## src/rtl/logic_unit_arbiter.sv

```systemverilog
// logic_unit_arbiter
//   Shares one registered WIDTH-bit bitwise logic unit (AND/OR/XOR/NAND)
//   between two requesters.  A request seen in IDLE captures that
//   requester's operands and pulses its gnt.  The next cycle evaluates the
//   captured operands into `result` and pulses the owner's done.  One more
//   cycle returns the FSM to IDLE, so a new grant is possible every third
//   cycle.  When both requesters ask at once, the one that was not served
//   last wins.
//
// Ports
//   clk            system clock, rising edge
//   reset          asynchronous, active-high
//   req0/req1      requests, held by the client until its gnt is seen
//   a0,b0,op0      requester 0 operands and opcode
//   a1,b1,op1      requester 1 operands and opcode
//   gnt0/gnt1      one-cycle pulse: operands captured
//   done0/done1    one-cycle pulse: result valid for that requester
//   result         last computed result, held between operations
//   busy           high whenever the FSM is not in IDLE
//
// Opcodes: 00 AND, 01 OR, 10 XOR, 11 NAND.
module logic_unit_arbiter #(
  parameter int WIDTH = 4
) (
  input  logic             clk,
  input  logic             reset,
  input  logic             req0,
  input  logic [WIDTH-1:0] a0,
  input  logic [WIDTH-1:0] b0,
  input  logic [1:0]       op0,
  input  logic             req1,
  input  logic [WIDTH-1:0] a1,
  input  logic [WIDTH-1:0] b1,
  input  logic [1:0]       op1,
  output logic             gnt0,
  output logic             gnt1,
  output logic             done0,
  output logic             done1,
  output logic [WIDTH-1:0] result,
  output logic             busy
);

  typedef enum logic [1:0] {
    IDLE = 2'd0,
    EXEC = 2'd1,
    DONE = 2'd2
  } state_t;

  state_t             state;
  logic [WIDTH-1:0]   a_p0;
  logic [WIDTH-1:0]   b_p0;
  logic [1:0]         op_p0;
  logic               owner;
  logic               last_owner;

  function automatic logic [WIDTH-1:0] gate_eval(
    input logic [WIDTH-1:0] a,
    input logic [WIDTH-1:0] b,
    input logic [1:0]       op
  );
    logic [WIDTH-1:0] r;
    case (op)
      2'b00:   r = a & b;
      2'b01:   r = a | b;
      2'b10:   r = a ^ b;
      default: r = ~(a & b);
    endcase
    return r;
  endfunction

  // Requester 0 wins when it is alone or when a tie goes its way
  // (requester 1 was served last).
  logic pick0;
  logic pick1;
  assign pick0 = req0 && (!req1 || last_owner);
  assign pick1 = req1 && !pick0;

  always_ff @(posedge clk or posedge reset) begin
    if (reset) begin
      state      <= IDLE;
      gnt0       <= 1'b0;
      gnt1       <= 1'b0;
      done0      <= 1'b0;
      done1      <= 1'b0;
      busy       <= 1'b0;
      result     <= '0;
      a_p0       <= '0;
      b_p0       <= '0;
      op_p0      <= 2'b00;
      owner      <= 1'b0;
      last_owner <= 1'b1;
    end else begin
      // Pulses default low; each state raises only the one it owns.
      gnt0  <= 1'b0;
      gnt1  <= 1'b0;
      done0 <= 1'b0;
      done1 <= 1'b0;
      case (state)
        // Stage p0: arbitration and operand capture.
        IDLE: begin
          if (pick0) begin
            a_p0       <= a0;
            b_p0       <= b0;
            op_p0      <= op0;
            owner      <= 1'b0;
            last_owner <= 1'b0;
            gnt0       <= 1'b1;
            busy       <= 1'b1;
            state      <= EXEC;
          end else if (pick1) begin
            a_p0       <= a1;
            b_p0       <= b1;
            op_p0      <= op1;
            owner      <= 1'b1;
            last_owner <= 1'b1;
            gnt1       <= 1'b1;
            busy       <= 1'b1;
            state      <= EXEC;
          end
        end
        // Stage p1: evaluate captured operands, route done to the owner.
        EXEC: begin
          result <= gate_eval(a_p0, b_p0, op_p0);
          done0  <= ~owner;
          done1  <= owner;
          state  <= DONE;
        end
        // Stage p2: recovery cycle; requests are not sampled here.
        DONE: begin
          busy  <= 1'b0;
          state <= IDLE;
        end
        default: begin
          busy  <= 1'b0;
          state <= IDLE;
        end
      endcase
    end
  end

endmodule

```

## config.mk

```make
export PLATFORM = sky130hd
export DESIGN_NAME = logic_unit_arbiter
export DESIGN_NICKNAME = d
export VERILOG_FILES = /design/src/rtl/logic_unit_arbiter.sv
export SDC_FILE = /design/constraint.sdc
export NUM_CORES = 1
export LEC_CHECK = 0
export CAP_MARGIN = 20
export CORE_MARGIN = 2
export CORE_UTILIZATION = 48
export DETAILED_ROUTE_END_ITERATION = 6
export PLACE_DENSITY = 0.79
export SKIP_CTS_REPAIR_TIMING = 1
export SYNTH_ARGS = -nofsm -noshare
export SYNTH_HDL_FRONTEND = slang
export SYNTH_SLANG_ARGS = --single-unit
export TNS_END_PERCENT = 100
```

## constraint.sdc

```tcl
create_clock -name clk -period 1.9 [get_ports clk]
set_clock_uncertainty 0.15 [all_clocks]
set_input_delay 0.285 -clock clk [delete_from_list [all_inputs] [get_ports clk]]
set_output_delay 0.285 -clock clk [all_outputs]
set_load 0.01 [all_outputs]
```

==> results.sh, run 1 <==
export IMPL_grt_first_pass_wirelength_um=4146
export IMPL_syn_area_per_cell_um2=9.690
export IMPL_power_per_cell_area_nw_per_um2=1429
export IMPL_cts_inserted_buffers=3
export IMPL_route_vias_total=1034
export IMPL_worst_pin_slew_ns=0.4300
export IMPL_timing_max_transition_violations_final=0
export IMPL_min_delay_path_class="input port to asynchronous set/reset pin"
export IMPL_antennaDiodeCount=0
export IMPL_routed_via_density=5.330
export IMPL_dieHeight_um=55.82
export IMPL_place_congestion=0.7315
export IMPL_ys_seq_area_frac=0.4476
export IMPL_port_buffers=32
export IMPL_setup_viol=0
export IMPL_critical_path_top_delay_family="buffers and inverters"
export IMPL_grt_use_total=0.1670
export IMPL_number_of_design_rule_violations_left_by_the_first_detailed_router_iteration=24
export IMPL_start_kind="register"
export IMPL_element_type_at_the_critical_path_end="primary output"
export IMPL_layout_area_overhead_pct=28.06
export IMPL_ctsHtreeMaxLevel=1
export IMPL_num_rows=18
export IMPL_synth_yosys_warnings=0
export IMPL_final_layout_size_suffix_gt1_frac=0.1341
export IMPL_final_nets=197
export IMPL_fp_dieW_um=55.82
export IMPL_crit_slowest_cell="sky130_fd_sc_hd__clkdlybuf4s50_1"
export IMPL_final_number_of_hold_violating_endpoints=0
export IMPL_synthDominantCellAreaShare=0.4272
export IMPL_via_count_of_the_first_global_routing_pass=981
export IMPL_ys_types=27
export IMPL_coreArea_um2=2500
export IMPL_status="finished, final reports clean"
export IMPL_synth_largest_area_cell="sky130_fd_sc_hd__dfrtp_1"
export IMPL_global_route_overflow_total=0
export IMPL_path_cells="clkdlybuf4s50_1"
export IMPL_maxSlewHeadroom=0.7133
export IMPL_clock_edge_transition_at_the_registers_on_the_reported_setup_and_hold_paths_ns=0.12
export IMPL_cts_tree="done"
export IMPL_grt_antenna_before_repair=0
export IMPL_initial_utilization=0.5155
export IMPL_total_i_o_pin_count=33
export IMPL_timing_fmax_ghz=0.6067
export IMPL_grt_max_degree=24
export IMPL_tns_ns=0
export IMPL_power_leakage_nw=0.7343
export IMPL_synthCells=133
export IMPL_arrival_ns=1.21
export IMPL_clock_sink_count=23
export IMPL_syn_num_nets=165
export IMPL_post_place_cells=190
export IMPL_cap_viol_max_count=0
export IMPL_die_area_um2=3115
export IMPL_synth_cell_area_um2=1289
export IMPL_yosys_top_cells_area="sky130_fd_sc_hd__dfrtp_1 (43%), sky130_fd_sc_hd__a31oi_2 (7.8%), sky130_fd_sc_hd__ha_1 (7.8%)"
export IMPL_grt_setup_unrepaired="false"
export IMPL_dp_final_hpwl_um=2059
export IMPL_cpPeakStageDelay_ns=0.53
export IMPL_power_ir_vdd_worst_v=0.0009211
export IMPL_min_period_over_period=0.8675
export IMPL_synth_ff_latch_count=23
export IMPL_insertion_delay_ns=0.31
export IMPL_wire_per_inst_um=13.22
export IMPL_r2r_start="state[1]$_DFFE_PP0P_"
export IMPL_drcViolationCount=0
export IMPL_postRouteWirelength_um=2564
export IMPL_cp_required_ns=1.46
export IMPL_worstPathMaxFanout=2
export IMPL_fin_cells=194
export IMPL_cts_root_buf="sky130_fd_sc_hd__clkbuf_4"
export IMPL_cts_path_max_buffers=2
export IMPL_period_minus_slack_ns=1.648
export IMPL_worstSetupPathType="register to primary output"
export IMPL_drt_pre_antenna_iters=5
export IMPL_timing_critical_path_buf_inv=1
export IMPL_critical_path_startpoint="result[0]$_DFFE_PP0N_"
export IMPL_drt_antenna_violating_nets=0
stage by stage:
| step | setup slack (ns) | utilization | cell area (µm²) | total power [mW] | hold slack [ns] |
|---|---|---|---|---|---|
| after floorplan | 0.5876 | - | 1289 | 1.781 | 0.1362 |
| after global placement | 0.1331 | 0.6491 | 1623 | 2.081 | 0.3003 |
| after detailed placement | 0.05236 | 0.6491 | 1623 | 2.150 | 0.2952 |
| after CTS | 0.2448 | 0.6602 | 1650 | 2.379 | 0.1462 |
| after global routing | 0.2080 | 0.6602 | 1650 | 2.567 | 0.1578 |
| final | 0.2518 | 0.6602 | 1650 | 2.358 | 0.1391 |
placed cells by master, fill, tap and decap left out:
master                            count
sky130_fd_sc_hd__a31oi_2              8
sky130_fd_sc_hd__nor2_1               2
sky130_fd_sc_hd__clkbuf_4             3
sky130_fd_sc_hd__o21ai_1              4
sky130_fd_sc_hd__a31oi_1              3
sky130_fd_sc_hd__nand2_1             10
sky130_fd_sc_hd__and2_1               1
sky130_fd_sc_hd__dfrtp_1             22
sky130_fd_sc_hd__or2_4                1
sky130_fd_sc_hd__nand3_1             10
sky130_fd_sc_hd__o221ai_1             2
sky130_fd_sc_hd__clkdlybuf4s50_1     32
sky130_fd_sc_hd__nand2b_1             2
sky130_fd_sc_hd__o2111ai_1            2
sky130_fd_sc_hd__mux2i_1              3
sky130_fd_sc_hd__nand2_4              1
sky130_fd_sc_hd__o211ai_1             2
sky130_fd_sc_hd__nor2b_1              1
sky130_fd_sc_hd__clkinv_2             1
sky130_fd_sc_hd__buf_4                3
sky130_fd_sc_hd__o21ai_0             10
sky130_fd_sc_hd__dfstp_2              1
sky130_fd_sc_hd__nand2b_4             1
sky130_fd_sc_hd__nor2_4               1
sky130_fd_sc_hd__inv_1               14
sky130_fd_sc_hd__a21oi_1             13
sky130_fd_sc_hd__and3_1               1
sky130_fd_sc_hd__ha_1                 8
sky130_fd_sc_hd__inv_2                2
where the power goes:
group / leakage [nW] / total, mW / internal (mW) / switching (mW)
clock network: 0.0177 / 0.225 / 0.0788 / 0.146
logic: 0.445 / 1.17 / 0.576 / 0.595
registers: 0.271 / 0.963 / 0.735 / 0.227
total: 0.734 / 2.36 / 1.39 / 0.968
synth_stat cells (all sizes together):
library cell,instances
nand2,11
o2111ai,2
buf,8
and3,1
dfstp,1
nor2,3
o211ai,2
or2,1
a31oi,11
a21oi,13
dfrtp,22
nor2b,1
o221ai,2
ha,8
inv,16
mux2i,3
and2,1
o21ai,14
nand3,10
nand2b,3
registers in the layout, indices dropped and copies added (netlist names):
name	cells
a_p0	4
b_p0	4
busy	1
done0	1
done1	1
gnt0	1
gnt1	1
last_owner	1
op_p0	2
owner	1
result	4
state	2
metal layers:
layer	part of all wire	wire length [µm]	track usage
met5	0	0	0
met1	0.45	1164	0.1855
met3	0.042	108	0.02326
met4	0.020	51	0.07143
met2	0.48	1240	0.3146
layout make-up:
type | count | area (µm²)
sequential | 23 | 576.8
inverter | 16 | 60.06
clock inverter | 1 | 5.005
fill | 207 | 849.6
timing repair buffer | 35 | 342.8
clock buffer | 3 | 22.52
tap | 30 | 37.54
multi-input combinational | 86 | 605.6
worst paths after layout:
| check | end | slack [ns] | depth (start not counted) |
|---|---|---|---|
| max | result[0] | 0.25 | 1 |
| min | done0$_DFF_PP0_ | 0.14 | 3 |
| max reg2reg | a_p0[0]$_DFFE_PP0P_ | 0.39 | 4 |
| min reg2reg | done0$_DFF_PP0_ | 0.31 | 1 |
| max in group asynchronous | last_owner$_DFFE_PP1P_ | 1.18 | 3 |
| min in group clk | done0$_DFF_PP0_ | 0.31 | 1 |
kinds of logic after synthesis:
| family | after synthesis | synth area share |
|---|---|---|
| adder cells (fa/ha/maj) | 8 | 0.07767 |
| AO/OA/AOI/OAI | 44 | 0.2359 |
| multiplexers | 3 | 0.02330 |
| AND/OR/NAND/NOR | 31 | 0.1330 |
| flip-flops | 23 | 0.4476 |
| buffers and inverters | 24 | 0.08252 |
worst min-delay path, delay by kind of cell:
| family | cells | cell delay (ns) |
|---|---|---|
| buffers and inverters | 3 | 0.72 |
Note: power is estimated with default switching activity, not from simulation.
==> inputs of run 2 (changes only) <==
--- a/config.mk
+++ b/config.mk
@@ -9,7 +9,7 @@
 export CORE_MARGIN = 2
 export CORE_UTILIZATION = 48
 export DETAILED_ROUTE_END_ITERATION = 6
-export PLACE_DENSITY = 0.79
+export PLACE_DENSITY_LB_ADDON = 0.15
 export SKIP_CTS_REPAIR_TIMING = 1
 export SYNTH_ARGS = -nofsm -noshare
 export SYNTH_HDL_FRONTEND = slang
==> results.sh, run 2 (synthesis gave the netlist of run 1 again) <==
export IMPL_worstPathMaxFanout=2
export IMPL_fin_cells=195
export IMPL_power_leakage_nw=0.7364
export IMPL_wire_per_inst_um=13.16
export IMPL_via_count_of_the_first_global_routing_pass=1009
export IMPL_route_vias_total=1043
export IMPL_clock_sink_count=23
export IMPL_setup_viol=0
export IMPL_insertion_delay_ns=0.30
export IMPL_critical_path_top_delay_family="buffers and inverters"
export IMPL_power_ir_vdd_worst_v=0.0009738
export IMPL_drcViolationCount=0
export IMPL_coreArea_um2=2500
export IMPL_period_minus_slack_ns=1.649
export IMPL_min_delay_path_class="input port to asynchronous set/reset pin"
export IMPL_status="finished, final reports clean"
export IMPL_grt_setup_unrepaired="false"
export IMPL_power_per_cell_area_nw_per_um2=1420
export IMPL_element_type_at_the_critical_path_end="primary output"
export IMPL_final_nets=198
export IMPL_min_period_over_period=0.8680
export IMPL_antennaDiodeCount=0
export IMPL_worst_pin_slew_ns=0.4441
export IMPL_cts_tree="done"
export IMPL_grt_use_total=0.1723
export IMPL_clock_edge_transition_at_the_registers_on_the_reported_setup_and_hold_paths_ns=0.12
export IMPL_number_of_design_rule_violations_left_by_the_first_detailed_router_iteration=16
export IMPL_cts_root_buf="sky130_fd_sc_hd__clkbuf_4"
export IMPL_grt_first_pass_wirelength_um=4257
export IMPL_cts_path_max_buffers=2
export IMPL_dp_final_hpwl_um=2100
export IMPL_die_area_um2=3115
export IMPL_grt_antenna_before_repair=0
export IMPL_cts_inserted_buffers=3
export IMPL_dieHeight_um=55.82
export IMPL_drt_antenna_violating_nets=0
export IMPL_final_cell_mix="sky130_fd_sc_hd__clkdlybuf4s50_1 (32), sky130_fd_sc_hd__dfrtp_1 (22), sky130_fd_sc_hd__inv_1 (14), sky130_fd_sc_hd__a21oi_1 (13)"
export IMPL_tns_ns=0
export IMPL_post_place_cells=191
export IMPL_crit_slowest_cell="sky130_fd_sc_hd__clkdlybuf4s50_1"
export IMPL_drt_pre_antenna_iters=4
export IMPL_initial_utilization=0.5155
export IMPL_timing_max_transition_violations_final=0
export IMPL_path_cells="clkdlybuf4s50_1"
export IMPL_grt_max_degree=17
export IMPL_place_congestion=0.7644
export IMPL_cap_viol_max_count=0
export IMPL_port_buffers=32
export IMPL_layout_area_overhead_pct=28.54
export IMPL_cpPeakStageDelay_ns=0.54
export IMPL_arrival_ns=1.21
export IMPL_postRouteWirelength_um=2566
export IMPL_cp_required_ns=1.46
export IMPL_global_route_overflow_total=0
export IMPL_fp_dieW_um=55.82
export IMPL_mostFrequentLayoutCell="sky130_fd_sc_hd__clkdlybuf4s50_1"
export IMPL_top_regs="a_p0 x4, b_p0 x4, result x4"
export IMPL_routed_via_density=5.349
export IMPL_final_number_of_hold_violating_endpoints=0
export IMPL_maxSlewHeadroom=0.7039
export IMPL_num_rows=18
export IMPL_timing_critical_path_buf_inv=1
export IMPL_ctsHtreeMaxLevel=1
export IMPL_worstSetupPathType="register to primary output"
export IMPL_final_layout_size_suffix_gt1_frac=0.1333
export IMPL_start_kind="register"
export IMPL_total_i_o_pin_count=33
export IMPL_timing_fmax_ghz=0.6064
-- run 2: through the flow --
step	utilization	setup WS (ns)	total power, mW	hold slack (ns)	instance area [µm²]
2_1_floorplan	-	0.5876	1.781	0.1362	1289
3_3_place_gp	0.6522	0.1184	2.097	0.3029	1630
3_5_place_dp	0.6522	0.02520	2.157	0.3027	1630
4_1_cts	0.6627	0.2399	2.380	0.09691	1657
5_1_grt	0.6627	0.2075	2.568	0.1188	1657
6_report	0.6627	0.2509	2.353	0.09652	1657
-- run 2: path summary, 6_finish.rpt --
| kind | endpoint | slack [ns] | start | depth (start not counted) |
|---|---|---|---|---|
| worst max-delay path | result[3] | 0.25 | result[3]$_DFFE_PP0N_ | 1 |
| worst min-delay path | result[1]$_DFFE_PP0N_ | 0.1 | reset | 3 |
| worst max register to register | b_p0[2]$_DFFE_PP0P_ | 0.34 | last_owner$_DFFE_PP1P_ | 3 |
| worst min register to register | done0$_DFF_PP0_ | 0.32 | owner$_DFFE_PP0P_ | 1 |
| max in group asynchronous | last_owner$_DFFE_PP1P_ | 1.21 | reset | 3 |
| min in group clk | done0$_DFF_PP0_ | 0.32 | owner$_DFFE_PP0P_ | 1 |
-- run 2: metal layers --
metal  track usage  routed length, µm  up-vias
met5             0                  0        -
li1              -                  -      524
met4       0.06122                 32        0
met3       0.02093                135        4
met2        0.3299               1344       30
met1        0.1941               1054      485
-- run 2: cell type report --
cell class / instances / area, µm²
Timing Repair Buffer: 36 / 350.3
Fill cell: 200 / 843.3
Multi-Input combinational cell: 86 / 605.6
Inverter: 16 / 60.06
Clock buffer: 4 / 26.28
Sequential cell: 23 / 576.8
Tap cell: 30 / 37.54
-- run 2: power by group --
part | switching, mW | internal (mW)
Combinational | 0.600 | 0.579
Sequential | 0.213 | 0.736
Clock | 0.143 | 0.0819
Total | 0.956 | 1.40
==> RTL change (config.mk and constraints of run 2) <==
Change the parameter `WIDTH` from 4 to 3.
--- a/src/rtl/logic_unit_arbiter.sv
+++ b/src/rtl/logic_unit_arbiter.sv
@@ -20,7 +20,7 @@
 //
 // Opcodes: 00 AND, 01 OR, 10 XOR, 11 NAND.
 module logic_unit_arbiter #(
-  parameter int WIDTH = 4
+  parameter int WIDTH = 3
 ) (
   input  logic             clk,
   input  logic             reset,
Ports: changed (5 resized); port bits go from 33 to 28. The function was not compared with the original's and may differ.
==> RTL change against run 2 <==
Count of clock-buffer cells in the layout did not move. Total power fell by 19%. Cell count fell by 15%. Critical path type unchanged. Synthesized area fell by 20%. Hold slack improved by 0.055 ns. Sequential cell count fell by 3. Sequential share of layout area rose by 2.4 points. Design area fell by 19%. Utilization rose by 1.7 points. Wire length fell by 20%. Setup slack improved by 0.0035 ns. Non-clock buffer count fell by 5. Sequential power fell by 15%.
==> RTL change: results (changes against run 2) <==
leading post-synthesis cells by instance count=19 x sky130_fd_sc_hd__dfrtp_1, 12 x sky130_fd_sc_hd__inv_1, 11 x sky130_fd_sc_hd__a21oi_1, 11 x sky130_fd_sc_hd__o21ai_0, 9 x sky130_fd_sc_hd__a31oi_1 (was 22 x sky130_fd_sc_hd__dfrtp_1, 14 x sky130_fd_sc_hd__inv_1, 13 x sky130_fd_sc_hd__a21oi_1); Tot GR Track Use=19.2% (was 17.2%); run status=finished, final reports clean (unchanged); input/output buffers=27 (was 32); pre-CTS setup slack=0.0823 ns (was 0.0252 ns); largest registers=a_p0: 3 flops, b_p0: 3 flops, result: 3 flops (was a_p0: 4 flops, b_p0: 4 flops, result: 4 flops); leading cell types by total area after synthesis=sky130_fd_sc_hd__dfrtp_1 46%, sky130_fd_sc_hd__ha_1 7.3%, sky130_fd_sc_hd__a31oi_1 5.5%, sky130_fd_sc_hd__a21oi_1 5.4%, sky130_fd_sc_hd__o21ai_0 5.4% (was sky130_fd_sc_hd__dfrtp_1 43%, sky130_fd_sc_hd__a31oi_2 7.8%, sky130_fd_sc_hd__ha_1 7.8%, sky130_fd_sc_hd__a21oi_1 5.0%, sky130_fd_sc_hd__inv_1 4.1%); number of standard cells in the final layout excluding fillers=166 (was 195); total cell area at the placement stage=0.00132 mm² (was 0.00163 mm²); leakage power summed over all cells=0.611 nW (was 0.736 nW); Reg2Reg Launch Point=state[1] (was last_owner); RD Place Congestion=0.772 (was 0.764); number of different library cells in the post-synthesis netlist=24 (was 27); Net Count, Synth=136 (was 165); cell count after placement=162 (was 191); Synth Area per Inst=9.34 µm² (was 9.69 µm²); worst hold slack=0.151 ns (was 0.0965 ns); switching power=0.733 mW (was 0.956 mW); Max IR drop VDD=1060 µV (was 974 µV); pin count of the biggest net entering global routing=21 (was 17); average wire per standard cell=12.3 µm (was 13.2 µm); worst slew pin tran=0.444 ns (about the same); sequential area share after synthesis=48.8% (was 44.8%); proportion of layout cells with a drive suffix above 1=6.47% (was 13.3%); share of Yosys cell area claimed by the top area cell type=46.3% (was 42.7%)
RTL change: changes by cell type after synthesis, sizes merged, moves of 3 or more:
cell,change
dfrtp,-3
o21ai,-3
nand2,-3
buf,-4
inv,-4
RTL change: routing by layer:
layer  vias to the layer above  global-route usage (%)  part of all wire [%]
met4                         0                    4.17                  0.69
met5                         -                       0                     0
met2                        22                    34.6                    50
met1                       418                    21.7                    44
met3                         2                    6.55                   5.5
li1                        437                       -                     -
RTL change: power groups by stage:
stage               clock network (mW)  logic (mW)  registers [mW]
finish                           0.206       0.898           0.803
global placement                     0       0.861           0.801
CTS                              0.211       0.911           0.806
floorplan                            0       0.599           0.792
global route                     0.236        1.03           0.838
detailed placement                   0       0.900           0.809
RTL change: logic make-up after synthesis:
kind of cell / synth area share [%]
and+or+nand+nor: 13.4
buffers and inverters: 8.28
adders and majority gates: 7.31
DFF: 48.8
muxes: 1.95
AOI/OAI and AO/OA: 20.2
RTL change: worst max-delay path by stage:
stage / to / slack, ns / cells after the start
after floorplan: gnt1 / 0.61 / 5
after global routing: busy / 0.20 / 1
after CTS: busy / 0.25 / 1
final: busy / 0.25 / 1
after detailed placement: op_p0[1] / 0.08 / 4
after global placement: op_p0[1] / 0.11 / 4
RTL change: cell type report:
type / instances / area, µm²
Fill cell: 165 / 634
Sequential cell: 20 / 502
Multi-Input combinational cell: 72 / 440
Timing Repair Buffer: 31 / 300
Inverter: 12 / 45.0
Tap cell: 27 / 33.8
Clock buffer: 4 / 26.3
RTL change: worst reg2reg max path: cells and delay by family (launching register included):
kind	cells	cell delay, ns
AND/OR/NAND/NOR	2	0.60
flip-flops	1	0.42
AO/OA/AOI/OAI	1	0.20
